## src/rtl/rst_seq.sv

```systemverilog
// rtl/rst_seq.sv - staged reset release sequencer gated by PLL lock and software reset
// Define RST_SEQ_STATUS_EN to add the o_state and o_lock_loss_cnt status ports.
module rst_seq #(
  parameter int P_STAGES    = 4,
  parameter int P_LOCK_CYC  = 16,
  parameter int P_GAP       = 8,
  parameter int P_SWRST_CYC = 32
) (
  input  logic                i_clk,
  input  logic                i_srst_n,
  input  logic                i_pll_lock,
  input  logic                i_sw_rst,
  output logic [P_STAGES-1:0] o_rst_n,
  output logic                o_ready
`ifdef RST_SEQ_STATUS_EN
  ,
  output logic [2:0]          o_state,
  output logic [7:0]          o_lock_loss_cnt
`endif
);

  localparam int LOCK_W = (P_LOCK_CYC > 1) ? $clog2(P_LOCK_CYC) : 1;
  localparam int GAP_W  = (P_GAP > 1) ? $clog2(P_GAP) : 1;
  localparam int SW_W   = (P_SWRST_CYC > 1) ? $clog2(P_SWRST_CYC) : 1;
  localparam int IDX_W  = (P_STAGES > 1) ? $clog2(P_STAGES) : 1;

  localparam logic [LOCK_W-1:0] LOCK_LAST = LOCK_W'(P_LOCK_CYC - 1);
  localparam logic [GAP_W-1:0]  GAP_LAST  = GAP_W'(P_GAP - 1);
  localparam logic [SW_W-1:0]   SW_LAST   = SW_W'(P_SWRST_CYC - 1);
  localparam logic [IDX_W-1:0]  IDX_LAST  = IDX_W'(P_STAGES - 1);

  typedef enum logic [2:0] {
    ST_RST       = 3'd0,
    ST_WAIT_LOCK = 3'd1,
    ST_DEBOUNCE  = 3'd2,
    ST_RELEASE   = 3'd3,
    ST_RUN       = 3'd4,
    ST_HOLD      = 3'd5
  } state_t;

  state_t              state_q, state_d;
  logic [LOCK_W-1:0]   lock_cnt_q, lock_cnt_d;
  logic [GAP_W-1:0]    gap_cnt_q, gap_cnt_d;
  logic [SW_W-1:0]     sw_cnt_q, sw_cnt_d;
  logic [IDX_W-1:0]    idx_q, idx_d;
  logic [P_STAGES-1:0] rst_n_d;
  logic                ready_d;

  always_ff @(posedge i_clk) begin
    if (!i_srst_n) begin
      state_q    <= ST_RST;
      lock_cnt_q <= '0;
      gap_cnt_q  <= '0;
      sw_cnt_q   <= '0;
      idx_q      <= '0;
      o_rst_n    <= '0;
      o_ready    <= 1'b0;
    end else begin
      state_q    <= state_d;
      lock_cnt_q <= lock_cnt_d;
      gap_cnt_q  <= gap_cnt_d;
      sw_cnt_q   <= sw_cnt_d;
      idx_q      <= idx_d;
      o_rst_n    <= rst_n_d;
      o_ready    <= ready_d;
    end
  end

  always_comb begin
    state_d    = state_q;
    lock_cnt_d = lock_cnt_q;
    gap_cnt_d  = gap_cnt_q;
    sw_cnt_d   = sw_cnt_q;
    idx_d      = idx_q;
    rst_n_d    = o_rst_n;
    ready_d    = o_ready;
    case (state_q)
      ST_RST: begin
        state_d = ST_WAIT_LOCK;
        rst_n_d = '0;
        ready_d = 1'b0;
      end
      ST_WAIT_LOCK: begin
        if (i_pll_lock) begin
          state_d    = ST_DEBOUNCE;
          lock_cnt_d = '0;
        end
      end
      ST_DEBOUNCE: begin
        if (!i_pll_lock) begin
          state_d = ST_WAIT_LOCK;
        end else if (i_sw_rst) begin
          state_d  = ST_HOLD;
          sw_cnt_d = '0;
        end else if (lock_cnt_q == LOCK_LAST) begin
          state_d   = ST_RELEASE;
          idx_d     = '0;
          gap_cnt_d = '0;
        end else begin
          lock_cnt_d = lock_cnt_q + 1'b1;
        end
      end
      // Lock loss outranks a software request; both drop every stage at once.
      ST_RELEASE, ST_RUN: begin
        if (!i_pll_lock) begin
          state_d = ST_WAIT_LOCK;
          rst_n_d = '0;
          ready_d = 1'b0;
        end else if (i_sw_rst) begin
          state_d  = ST_HOLD;
          sw_cnt_d = '0;
          rst_n_d  = '0;
          ready_d  = 1'b0;
        end else if (state_q == ST_RELEASE) begin
          if (gap_cnt_q == GAP_LAST) begin
            rst_n_d[idx_q] = 1'b1;
            gap_cnt_d      = '0;
            if (idx_q == IDX_LAST) begin
              state_d = ST_RUN;
              ready_d = 1'b1;
            end else begin
              idx_d = idx_q + 1'b1;
            end
          end else begin
            gap_cnt_d = gap_cnt_q + 1'b1;
          end
        end
      end
      ST_HOLD: begin
        rst_n_d = '0;
        ready_d = 1'b0;
        if (sw_cnt_q == SW_LAST) begin
          state_d = ST_WAIT_LOCK;
        end else begin
          sw_cnt_d = sw_cnt_q + 1'b1;
        end
      end
      default: begin
        state_d = ST_RST;
        rst_n_d = '0;
        ready_d = 1'b0;
      end
    endcase
  end

`ifdef RST_SEQ_STATUS_EN
  logic [7:0] loss_cnt_q;

  always_ff @(posedge i_clk) begin
    if (!i_srst_n) begin
      loss_cnt_q <= '0;
    end else if ((state_q == ST_RELEASE || state_q == ST_RUN) && !i_pll_lock &&
                 loss_cnt_q != 8'hFF) begin
      loss_cnt_q <= loss_cnt_q + 8'd1;
    end
  end

  assign o_state         = state_q;
  assign o_lock_loss_cnt = loss_cnt_q;
`endif

endmodule

```

## config.mk

```make
export PLATFORM = sky130hd
export DESIGN_NAME = rst_seq
export DESIGN_NICKNAME = d
export VERILOG_FILES = /design/src/rtl/rst_seq.sv
export SDC_FILE = /design/constraint.sdc
export NUM_CORES = 1
export LEC_CHECK = 0
export BUFFER_PORTS_ARGS = -buffer_cell sky130_fd_sc_hd__buf_2
export CAP_MARGIN = 40
export CORE_ASPECT_RATIO = 0.9
export CORE_UTILIZATION = 45
export DETAILED_ROUTE_END_ITERATION = 6
export PLACE_DENSITY_LB_ADDON = 0.1
export SLEW_MARGIN = 30
export SYNTH_ARGS = -nofsm -noshare
export SYNTH_HDL_FRONTEND = slang
export SYNTH_SLANG_ARGS = --single-unit
```

## constraint.sdc

```tcl
create_clock -name i_clk -period 3.5 [get_ports i_clk]
set_input_delay 0.175 -clock i_clk [delete_from_list [all_inputs] [get_ports i_clk]]
set_output_delay 0.175 -clock i_clk [all_outputs]
set_load 0.02 [all_outputs]
```

# After elaboration in Yosys (flattened, before gate mapping)
# Cells that the tools add are included.
# Widths: inputs -> output; s select.
# totals
elab_cells	107
out_inout_bits	5
register_bits	22
# op_classes
reduce_logical	15
n_bitwise	2
eq_ne	27
mux	50
add_sub_neg	4
magnitude_cmp	2
# op_table
op	n
$mux 3	17
$mux 4	8
$ne 2x2->1 const B	12
$mux 2	8
$ne 4x4->1 const B	4
$pmux 4 s2	2
$mux 5	3
$pmux 3 s5	1
$pmux 5 s2	1
$eq 3x3->1 const B	3
$reduce_and 9->1	1
$reduce_and 4->1	2
$reduce_and 7->1	1
$eq 3x2->1 const B	2
$mux 1	6
$pmux 3 s2	1
$reduce_and 6->1	1
$reduce_bool 2->1	3
$add 5x1->5 const B	1
$eq 5x5->1 const B	1
$reduce_and 5->1	1
$add 4x1->4 const B	1
$eq 4x4->1 const B	1
$ne 2x1->1 const B	2
16 further kinds	17

# Logic depth before layout (Yosys ltp)
# logic_depth
word_depth	10
mapped_depth	8
depth_no_buf	8

# Least setup slack after synthesis
# OpenSTA, ideal clock, no wires.
# synth_path
kind	register to register
startpoint	reg sw_cnt_q[0]
endpoint	reg sw_cnt_q[1]
n_path_buf	0
t_required_ps	3377
path_slack_ps	1763
arrival_ps	1614
synth_period_minus_slack_ps	1737
stages_incl_launch_ff	8
cell_sequence	dfxtp_1 > ha_1 > and3_1 > ha_1 > mux2_4 > o22ai_4 > mux2i_1 > nor2_1
# synth_via
elab_chain_cells	3
# synth_lines
item	line	source
start: declaration	44	logic [SW_W-1:0] sw_cnt_q, sw_cnt_d;
start signal: assignment	62	sw_cnt_q <= sw_cnt_d;
$add 5x1->5 or $eq 5x5->1 (tied branches)	135, 132	
$mux 5 or $ne 2x2->1 (tied branches)	-	
$pmux 5 s2 or $reduce_and 4->1 (tied branches)	-	
# Parallel ways exist; a longest one is shown, timed or not. The select of a mux whose other input is x is not followed.
# A chain may end at the register's enable or synchronous reset.

# Worst setup path in the final report
# Ends and elaborated chain as after synthesis.

==> results by group <==
Outcome
  – Outcome: complete, no violations

Route
  – DRC marker count from the first detailed-route iteration: 32
  – TritonRoute pass-1 iters: 4
  – Vias: around 1000
  – Wire length per cell after detailed routing: 12.95 um
  – Final routed DRC violation total: 0
  – Via count normalized by instance count: 5.643
  – Post-route ant nets: 0
  – Sum of routed wire length over all layers: 2357 um

Die
  – Area inside the core boundary: 2552 sq um
  – Die width: 57.83 um
  – # IOs: 9
  – Total Die Area: 3022 sq um
  – Die extent in y: 52.25 um
  – Effective utilization at floorplan: 49.46%
  – # rows: 17

Clock tree
  – H-tree levels: 1
  – Buffers inserted during post-CTS setup optimization: 0
  – Clock input transition at the sequential cells of the worst setup and hold paths: 120 ps
  – Clock Sink Count: 22
  – Post-CTS sizing: 0
  – Clock Tree Buf Depth: 2
  – Total CTS buffers: 3
  – Hold-fix buffers, CTS: 0
  – Clock latency at the later pin of the worst-skew pair: roughly 300 ps
  – CTS tree: done
  – Clk Tree Root Cell: clkbuf_4

Worst setup path
  – Required time at the worst-slack endpoint: 3700 ps
  – Depth of the most critical reg-to-reg path: 7
  – Reg-to-Reg End: sw_cnt_q[1]
  – Startpoint type of the worst setup path: register
  – Maximum fanout along the worst path: 6
  – Category of the critical setup timing path: reg -> reg
  – Critical path depth in cells: 7
  – Crit-path max cell delay: 360 ps
  – Data arrival time at the worst-slack endpoint: roughly 2100 ps
  – Origin of the worst setup path: sw_cnt_q[0]
  – CP top delay family: multiplexers
  – Worst path buffer plus inverter count: 0
  – Register-to-register path setup slack: 1600 ps
  – Sort of element at the end of the critical path: register
  – Slowest cell on the critical path: dfxtp_1
  – Critical Path Sink: sw_cnt_q[1]
  – Worst reg2reg path startpoint: sw_cnt_q[0]
  – Crit path top cell by count: ha_1
  – Ordered cell list for the critical path: ha_1, and3_1, ha_1, mux2_4, o22ai_4, mux2i_1, nor2_1

Placement
  – Port buffer count: 8
  – Final weighted congestion in routability-driven placement: 0.8217
  – Detailed placer's ending HPWL: around 1800 um

Synthesis
  – Number of synthesized flops with an enable pin: 0
  – Part of the Yosys area used for sequential elements: between 30% and 40%
  – Cell count after synthesis: 149
  – Avg Inst Size Synth: around 8.5 sq um
  – Proportion of synthesized flip-flops having asynchronous set or reset: 0%
  – Cell types occupying the most area after synthesis: dfxtp_1 (35%), ha_1 (8.9%), nor2_1 (4.8%)
  – Netlist area before placement: 1262 sq um
  – Flip-flop cell with the highest count after synthesis: dfxtp_1
  – Net Count, Synth: between 150 and 200
  – Number of warnings printed during yosys synthesis: 0
  – Synth top area share: 34.89%
  – Library cell with the largest summed area after synthesis: dfxtp_1
  – Number of synthesized register bits: 22
  – Number of different library cells in the post-synthesis netlist: 43

STA
  – Worst slew margin relative to its limit: about two thirds
  – Worst-case clock skew: 6.098 ps
  – Setup TNS after final layout: 0 ps
  – Minimum period implied by the final worst setup slack: 1900 ps
  – Final setup violation count: 0
  – Timing-limited maximum frequency: 0.5264 GHz
  – Final cycle utilization of the critical path: 54.27%
  – Unrepaired setup endpoints after global routing: false
  – Smallest hold slack: 203.9 ps
  – Slew at the pin closest to its max-slew limit: 501.3 ps
  – Final count of hold timing violations: 0
  – Final count of pins violating max slew: 0

Finish
  – Commonest non-fill, non-tap cell in the layout: dfxtp_1
  – Fraction of final layout cells with drive strength greater than 1: between 10% and 20%
  – Layout area overhead: 4.856%
  – Fin nets: 169
  – Most frequent cells in the layout: dfxtp_1 (22), nor2_1 (16), nand2_1 (13)
  – Area used by sequential logic in the layout: 440.4 sq um
  – Multi-input gate area: about 770 sq um
  – Filler instances: 270
  – Antenna Diode Count: 0

Run
  – Number of maximum-capacitance violations: 0

Global routing
  – Vias in the first global route: 972
  – Top Usage Layer GRT: met2
  – Antenna violations before repair: 0
  – Met2 demand-to-capacity share in global routing: around 30%
  – Met3 Usage GRT: about 5.4%
  – GR Util met1: 22.32%
  – GRT overflow: 0
  – Largest net degree at the start of global routing: 19
  – Global-route wire length before repair: 4112 um
  – Combined global-route utilization of all metal layers: 17.64%

Pwr
  – Areal power density over the cells: approximately 360 nW/um^2
  – Worst-case vdd ir drop: around 240 uV
  – Leakage power: 0.5250 nW

Worst hold path
  – Worst min-delay path startpoint: i_pll_lock
  – Hold WC Path Type: in -> reg
logic make-up after synthesis:
logic type	share of synthesized area, %
flip-flops	34.89
XOR/XNOR	2.082
AO/OA/AOI/OAI	19.62
adder cells (fa/ha/maj)	8.920
multiplexers	4.361
buffers and inverters	4.063
AND/OR/NAND/NOR	26.07
stage by stage:
step	cells	power [W]	util, %	instance area (sq um)	worst slack, ps
6_report	182	0.0004727	51.86	1324	1600
2_1_floorplan	149	0.0003530	-	1262	1763
5_1_grt	182	0.0005007	51.86	1324	1488
4_1_cts	182	0.0004775	51.86	1324	1598
3_5_place_dp	179	0.0003652	50.98	1301	1620
3_3_place_gp	179	0.0003627	50.98	1301	1704
worst min path at each step:
| stage | cells past startpoint | endpoint | slack (ps) |
|---|---|---|---|
| 3_3_place_gp | 2 | o_rst_n[3] | 450 |
| 3_5_place_dp | 2 | o_rst_n[3] | 460 |
| 6_report | 3 | state_q[2] | 200 |
| 5_1_grt | 3 | state_q[1] | 210 |
| 2_1_floorplan | 2 | state_q[1] | 360 |
| 4_1_cts | 3 | state_q[2] | 200 |
power by group:
| group | internal (W) | switching, W |
|---|---|---|
| clock | 0.0000402 | 0.0000734 |
| sequential | 0.000257 | 0.0000170 |
| combinational | 0.0000352 | 0.0000498 |
| total | 0.000332 | 0.000140 |
cell type report:
| class | instances | share of cell area, % |
|---|---|---|
| multi-input combinational | 117 | 58.22 |
| inverter | 4 | 1.134 |
| tap | 28 | 2.647 |
| sequential | 22 | 33.27 |
| clock buffer | 3 | 1.701 |
| timing repair buffer | 8 | 3.025 |
synth_stat cells (2+ instances only):
library cell,instances
o21ai_1,2
nand2_1,13
o31ai_1,2
dfxtp_1,22
a31oi_1,2
inv_1,4
and3_1,2
nor2b_1,2
nand3b_1,2
o22ai_1,2
nor3_1,3
nor3b_1,3
mux2i_1,4
o21ai_0,6
ha_1,9
clkbuf_1,2
nor2_1,16
o211ai_1,4
a21oi_1,9
buf_2,2
xnor2_1,3
nand3_1,7
nand2b_1,6
a21boi_0,3
sequential cells by signal (all words and copies together) (netlist names):
signal      cells
sw_cnt_q        5
lock_cnt_q      4
o_rst_n         4
gap_cnt_q       3
state_q         3
idx_q           2
o_ready         1
tightest hold or removal path: stages:
cell	delay, ps
buf_2	140
o211ai_1	90
mux2i_1	70
per-layer routing:
metal / vias to the layer above / part of all wire, %
met4: 0 / 0.55
met1: 481 / 49
met5: - / 0
li1: 538 / -
met2: 6 / 48
met3: 2 / 2.5
Note: power is estimated with default switching activity, not from simulation.
